`src/rtl/msk_shares_deserializer.sv`:
```
`timescale 1ns/1ps
`default_nettype none
// +--------------------------------------------------------------------------------------------+
// | Module   : msk_shares_deserializer                                                         |
// | Purpose  : packs a 32-bit word stream into one 128*D-bit share-sequential block for the    |
// |            masked AES top. Optional second holding register: MSK_DESER_DOUBLE_BUFFER_EN.   |
// | Revision : 1.0  initial release                                                            |
// +--------------------------------------------------------------------------------------------+
module msk_shares_deserializer #(
  parameter int D = 2
) (
  input  logic              clk,
  input  logic              rst,
  input  logic              clear,
  input  logic              in_valid,
  output logic              in_ready,
  input  logic [31:0]       in_data,
  output logic              out_valid,
  input  logic              out_ready,
  output logic [128*D-1:0]  out_shares_data,
  output logic              busy
);

  localparam int                 c_words = 4 * D;
  localparam int                 c_cnt_w = $clog2(c_words);
  localparam int                 c_bits  = 128 * D;
  localparam logic [c_cnt_w-1:0] c_last  = c_cnt_w'(c_words - 1);

  logic [c_cnt_w-1:0] r_cnt;
  logic [c_bits-1:0]  r_fill;
  logic               r_in_ready;
  logic               w_xfer;
  logic               w_last;

  // rst and clear block the handshake in the very cycle they are asserted
  assign in_ready = r_in_ready & ~rst & ~clear;
  assign w_xfer   = in_valid & in_ready;
  assign w_last   = w_xfer & (r_cnt == c_last);
  assign busy     = (r_cnt != '0);

  always_ff @(posedge clk) begin
    if (rst || clear) begin
      r_cnt <= '0;
    end else if (w_xfer) begin
      r_cnt <= (r_cnt == c_last) ? '0 : r_cnt + c_cnt_w'(1);
    end
  end

  always_ff @(posedge clk) begin
    if (rst) begin
      r_fill <= '0;
    end else if (w_xfer) begin
      for (int i = 0; i < c_words; i++) begin
        if (r_cnt == c_cnt_w'(i)) begin
          r_fill[32*i +: 32] <= in_data;
        end
      end
    end
  end

`ifdef MSK_DESER_DOUBLE_BUFFER_EN
  logic [c_bits-1:0] r_hold;
  logic              r_hold_valid;
  logic              r_fill_full;
  logic              w_move;
  logic              w_hold_valid_next;
  logic              w_fill_full_next;
  logic [c_bits-1:0] w_fill_next;

  // completed block including the word arriving this cycle (last slot is the top word)
  assign w_fill_next = {in_data, r_fill[c_bits-33:0]};
  assign w_move      = (w_last | r_fill_full) & (~r_hold_valid | out_ready);

  always_comb begin
    w_hold_valid_next = r_hold_valid;
    w_fill_full_next  = r_fill_full;
    if (clear) begin
      w_hold_valid_next = 1'b0;
      w_fill_full_next  = 1'b0;
    end else if (w_move) begin
      w_hold_valid_next = 1'b1;
      w_fill_full_next  = 1'b0;
    end else begin
      if (w_last) begin
        w_fill_full_next = 1'b1;
      end
      if (out_ready) begin
        w_hold_valid_next = 1'b0;
      end
    end
  end

  always_ff @(posedge clk) begin
    if (rst) begin
      r_hold       <= '0;
      r_hold_valid <= 1'b0;
      r_fill_full  <= 1'b0;
      r_in_ready   <= 1'b0;
    end else begin
      r_hold_valid <= w_hold_valid_next;
      r_fill_full  <= w_fill_full_next;
      r_in_ready   <= ~(w_fill_full_next & w_hold_valid_next);
      if (w_move && !clear) begin
        r_hold <= r_fill_full ? r_fill : w_fill_next;
      end
    end
  end

  assign out_valid       = r_hold_valid & ~rst;
  assign out_shares_data = r_hold;
`else
  typedef enum logic [0:0] {
    S_FILL = 1'b0,
    S_FULL = 1'b1
  } state_t;

  state_t r_state;
  state_t w_state_next;

  always_comb begin
    w_state_next = r_state;
    case (r_state)
      S_FILL:  if (w_last)    w_state_next = S_FULL;
      S_FULL:  if (out_ready) w_state_next = S_FILL;
      default:                w_state_next = S_FILL;
    endcase
    if (clear) begin
      w_state_next = S_FILL;
    end
  end

  always_ff @(posedge clk) begin
    if (rst) begin
      r_state    <= S_FILL;
      r_in_ready <= 1'b0;
    end else begin
      r_state    <= w_state_next;
      r_in_ready <= (w_state_next == S_FILL);
    end
  end

  assign out_valid       = (r_state == S_FULL) & ~rst;
  assign out_shares_data = r_fill;
`endif

endmodule
`default_nettype wire

```
`config.mk`:
```
export PLATFORM = sky130hd
export DESIGN_NAME = msk_shares_deserializer
export DESIGN_NICKNAME = d
export VERILOG_FILES = /design/src/rtl/msk_shares_deserializer.sv
export SDC_FILE = /design/constraint.sdc
export NUM_CORES = 1
export LEC_CHECK = 0
export BUFFER_PORTS_ARGS = -buffer_cell sky130_fd_sc_hd__buf_2
export CAP_MARGIN = 20
export CORE_MARGIN = 1.5
export CORE_UTILIZATION = 56
export DETAILED_ROUTE_END_ITERATION = 12
export PLACE_DENSITY_LB_ADDON = 0.1
export SYNTH_ARGS = -nofsm -noshare
export SYNTH_HDL_FRONTEND = slang
export SYNTH_SLANG_ARGS = --single-unit
```
`constraint.sdc`:
```
create_clock -name clk -period 3.7 [get_ports clk]
set_clock_uncertainty 0.15 [all_clocks]
set_input_delay 0.555 -clock clk [delete_from_list [all_inputs] [get_ports clk]]
set_output_delay 0.555 -clock clk [all_outputs]
set_load 0.02 [all_outputs]
```
* After elaboration in Yosys (flattened, before gate mapping)
Cells that the tools add are included.
** Word-level totals
- Register bits :: 261
- Bits of input ports :: 37
- Output and inout port bits :: 259
- Word-level logic and storage cells :: 44
** Operators by class
- Add/sub/neg operators :: 1
- Equal/unequal tests :: 7
- Muxes and demuxes :: 5
- Bitwise gates (word level) :: 9
- Reductions and logical operators :: 11
** Operators by type and width (number)
- $reduce_and A2 Y1 :: 8
- $eq A3 B3 Y1 const B :: 4
- $eq A3 B2 Y1 const B :: 2
- $and A1 B1 Y1 :: 5
- $not A1 Y1 :: 4
- $add A3 B1 Y3 const B :: 1
- $eq A3 B1 Y1 const B :: 1
- $logic_not A3 Y1 :: 1
- $mux W1 :: 3
- $mux W3 :: 1
- $reduce_bool A3 Y1 :: 1
- $pmux W1 S2 :: 1
- $logic_or A1 B1 Y1 :: 1

* Depth between registers and ports, before layout
- Depth in word-level cells :: 9
- Depth in mapped cells :: 8
- Gate-level depth less buffers :: 6

* Least setup slack after synthesis
Ideal clock, no wire load.
- Path kind :: flip-flop to output port
- Start point :: register r_cnt[0]
- End point :: output busy
- Arrival time :: 1.364 ns
- Data required time :: 2.995 ns
- Path slack :: 1.631 ns
- Cell stages (with the launch flop) :: 7
- Buffers on the path :: 2
- Path through :: dfxtp_1 inv_1 ha_1 nor2b_1 clkbuf_1 inv_1 clkbuf_1
** Between the ends
- Longest elaborated chain between the ends :: 1
** Ends and longest elaborated chain
- start: declaration :: RTL line 29 : logic [c_cnt_w-1:0] r_cnt;
- start signal: assignment :: RTL line 45 : r_cnt <= (r_cnt == c_last) ? '0 : r_cnt + c_cnt_w'(1);
- $reduce_bool A3 Y1 :: RTL line 39 : assign busy = (r_cnt != '0);
- end: declaration :: RTL line 21 : output logic busy
Every way passes these cells.

* Worst setup path in the final report
Same ends and word-level chain as after synthesis.

==> summary.txt <==
GRT
  • Overflow after GRT: 0
  • First-pass GRT wire length: 49.30 mm
  • Vias in the first global route: between 8000 and 9000
  • Largest net degree at the start of global routing: between 150 and 200
  • GRT Overall Usage: 33.38%
  • Initial antenna violation count: 0

Job
  • Max-Cap Viols: 0

Routing
  • Initial DRC count: 1133
  • DRT Wirelength: 33.46 mm
  • Pre-antenna DRT Iters: 6
  • Wire per inst: 20.11 µm
  • Post-route ant nets: 0
  • DRC: 0
  • DR vias/cell: around 6.1
  • Via count: between 10000 and 15000

Placed design
  • DP HPWL: slightly below 20 mm
  • IO buf count: 295
  • Inst Count DP: about 1600
  • Place WS: 1.122 ns
  • GPL Wtd Cong: 0.7880
  • Placed cell areas: about 11000 µm²

Cells and area
  • Post-Layout Cell Count: 1664
  • Diode count: 0
  • Final nets: between 1000 and 1500
  • Area Overhead vs Synth: 22.02%
  • Ratio of cells with drive above 1 in the final layout: approximately a quarter
  • Fin util: 69.29%
  • Design Area, Final: 12360 µm²

Clocking
  • Clock slew at reported path FFs: ~0.06 ns
  • Post-CTS resize count: 0
  • CTS tree: yes
  • Cts hold-fix bufs: 0
  • Root buffer cell: clkbuf_16
  • Max clock buf depth: 3
  • Worst-Skew Late Latency: approximately 0.52 ns
  • Clock sink count: between 200 and 300
  • CTS buffer count: 27
  • H-tree depth: 1
  • Post-CTS Setup Inserts: 0

Die
  • Initial Utilization: a little under three fifths
  • Core Box Area: 17840 µm²
  • DIE AREA: 18910 µm²
  • Die Y: roughly 140 µm
  • Top Ports: ~300
  • Row count: between 40 and 50
  • Width of the die: ~140 µm

STA
  • Final Max Tran Viols: 0
  • Setup TNS: 0 ns
  • Setup WS post-layout: around 1.1 ns
  • Tcrit/Tclk final: 71.60%
  • Fin crit period: about 2.6 ns
  • Fin. Hold Viols: 0
  • RSZ-0062 raised after global routing: false
  • Fmax: roughly 380 MHz
  • Worst-Margin Slew: slightly above 1 ns
  • Setup violators final: 0
  • Slew HR: a little under a third

Hold path
  • Hold_sp: out_ready
  • Hold crit path type: input pin to flip-flop

Yosys
  • Top-area cell type share of the netlist area: 51.57%
  • Synth warn: 0
  • Synthesized area per cell: slightly above 8 µm²
  • Post-synthesis sequential area ratio: between 50% and 60%
  • Syn Nets: ~1300
  • Area leader, netlist: dfxtp_1
  • Yosys cell types: 26
  • Seq cells post-synth: about 260
  • Syn Inst Count: 1248
  • Post-Syn Area: 10130 µm²
  • Dominant cells by area after synthesis: dfxtp_1 52%, a21oi_1 13%, nand3_1 13%

Worst setup path
  • Crit-path max cell delay: 0.42 ns
  • Crit Path Class: flip-flop to output port
  • Crit. End Element: output port
  • Slowest cell on the critical path: dfxtp_1
  • CP cell instances: inv_1 -> ha_1 -> nor2b_2 -> buf_4 -> inv_1 -> buf_2
  • Crit path launch type: flip-flop
  • R2R Path Start: r_cnt[2]$_SDFFE_PP0P_
  • Critical Path Most Common Cell: inv_1
  • Critical Path AT: roughly 1.9 ns
  • Critical Path RT: roughly 3 ns
  • CP Launch Point: r_cnt[0]$_SDFFE_PP0P_
  • Critical path fanouts, max: 33

Pwr
  • Leakage: approximately 4.9 nW
  • Max VDD drop: between 0.4 and 0.5 mV
  • PwrDens: about 500 nW/µm²

Outcome
  • Outcome: finished, final reports clean
area by class of cell:
| type | count | area (µm²) |
|---|---|---|
| clock buffers | 33 | 748.2 |
| inverters | 7 | 26.28 |
| well taps | 229 | 286.5 |
| repair buffers | 313 | 1673 |
| flip-flops and latches | 261 | 5225 |
| multi-input cells | 806 | 4153 |
| fillers | 1524 | 5479 |
| clock inverters | 15 | 250.2 |
worst paths after layout:
path | slack [ns] | cells past startpoint | endpoint
worst max-delay path | 1.05 | 6 | busy
worst min-delay path | 0.23 | 3 | r_state$_SDFF_PP0_
worst max register to register | 1.13 | 6 | out_shares_data[125]$_SDFFE_PP0P_
worst min register to register | 0.32 | 2 | out_shares_data[91]$_SDFFE_PP0P_
per-stage QoR:
step / hold slack [ns] / power (W)
2_1_floorplan: 0.3135 / 0.003058
3_3_place_gp: 0.3072 / 0.003158
6_report: 0.2253 / 0.006133
5_1_grt: 0.2299 / 0.006280
4_1_cts: 0.2181 / 0.006132
3_5_place_dp: 0.3131 / 0.003156
kinds of logic after synthesis:
group / count (synthesis) / share of synthesized area [%]
compound gates: 517 / 25.61
simple gates: 282 / 14.23
flops: 261 / 51.57
buf+inv: 181 / 7.744
fa+ha+maj: 6 / 0.7410
mux: 1 / 0.09881
layout by cell type (no fill, tap or decap), types with 2 or more instances in the layout:
cell type  netlist  routed
bufinv_16        0       7
nor2_1           5       4
nand2b_1         3       3
nand3_1        256     256
clkbuf_16        0      27
a21oi_1        259     259
buf_12           0       3
o21ai_1         12      12
inv_1            7       7
buf_2           32     294
clkbuf_8         0       6
or2_2            2       2
nand4b_1         2       2
clkinv_2         0       8
o21ai_0        244     244
and2_1           2       2
nand2_1          4       4
buf_8            0       2
buf_4           12      13
ha_1             6       6
nor2b_2          0       3
dfxtp_1        261     261
power by group:
part | total, W | switching, W | internal [W]
logic | 0.000275 | 0.000226 | 0.0000490
clock network | 0.00303 | 0.00111 | 0.00192
registers | 0.00283 | 0.00000776 | 0.00282
metal layers:
metal | global-route usage, % | share of wire, % | up-vias
met4 | 9.883 | 2.6 | 0
met5 | 0 | 0 | -
met1 | 46.47 | 39 | 4811
met2 | 50.56 | 47 | 522
li1 | - | - | 4733
met3 | 9.124 | 11 | 60
cells in the mapped netlist:
library cell / count
a21oi_1: 259
a311oi_1: 1
and2_1: 2
and4b_1: 1
and4bb_2: 1
buf_2: 32
buf_4: 12
buf_6: 2
clkbuf_1: 124
clkbuf_2: 4
dfxtp_1: 261
ha_1: 6
inv_1: 7
mux2i_1: 1
nand2_1: 4
nand2b_1: 3
nand3_1: 256
nand4_1: 1
nand4b_1: 2
nand4bb_1: 1
nor2_1: 5
nor2b_1: 4
o21ai_0: 244
o21ai_1: 12
o32ai_1: 1
or2_2: 2
flip-flops by register name, summed over array words and instances (netlist names):
| register | count |
|---|---|
| r_state | 1 |
| r_cnt | 3 |
| out_shares_data | 256 |
| r_in_ready | 1 |
critical path, delay by kind of cell (launching register included):
kind / cells / cell delay (ns)
simple gates: 1 / 0.15
flops: 1 / 0.42
fa+ha+maj: 1 / 0.22
buf+inv: 4 / 0.63
Note: power is estimated with default switching activity, not from simulation.
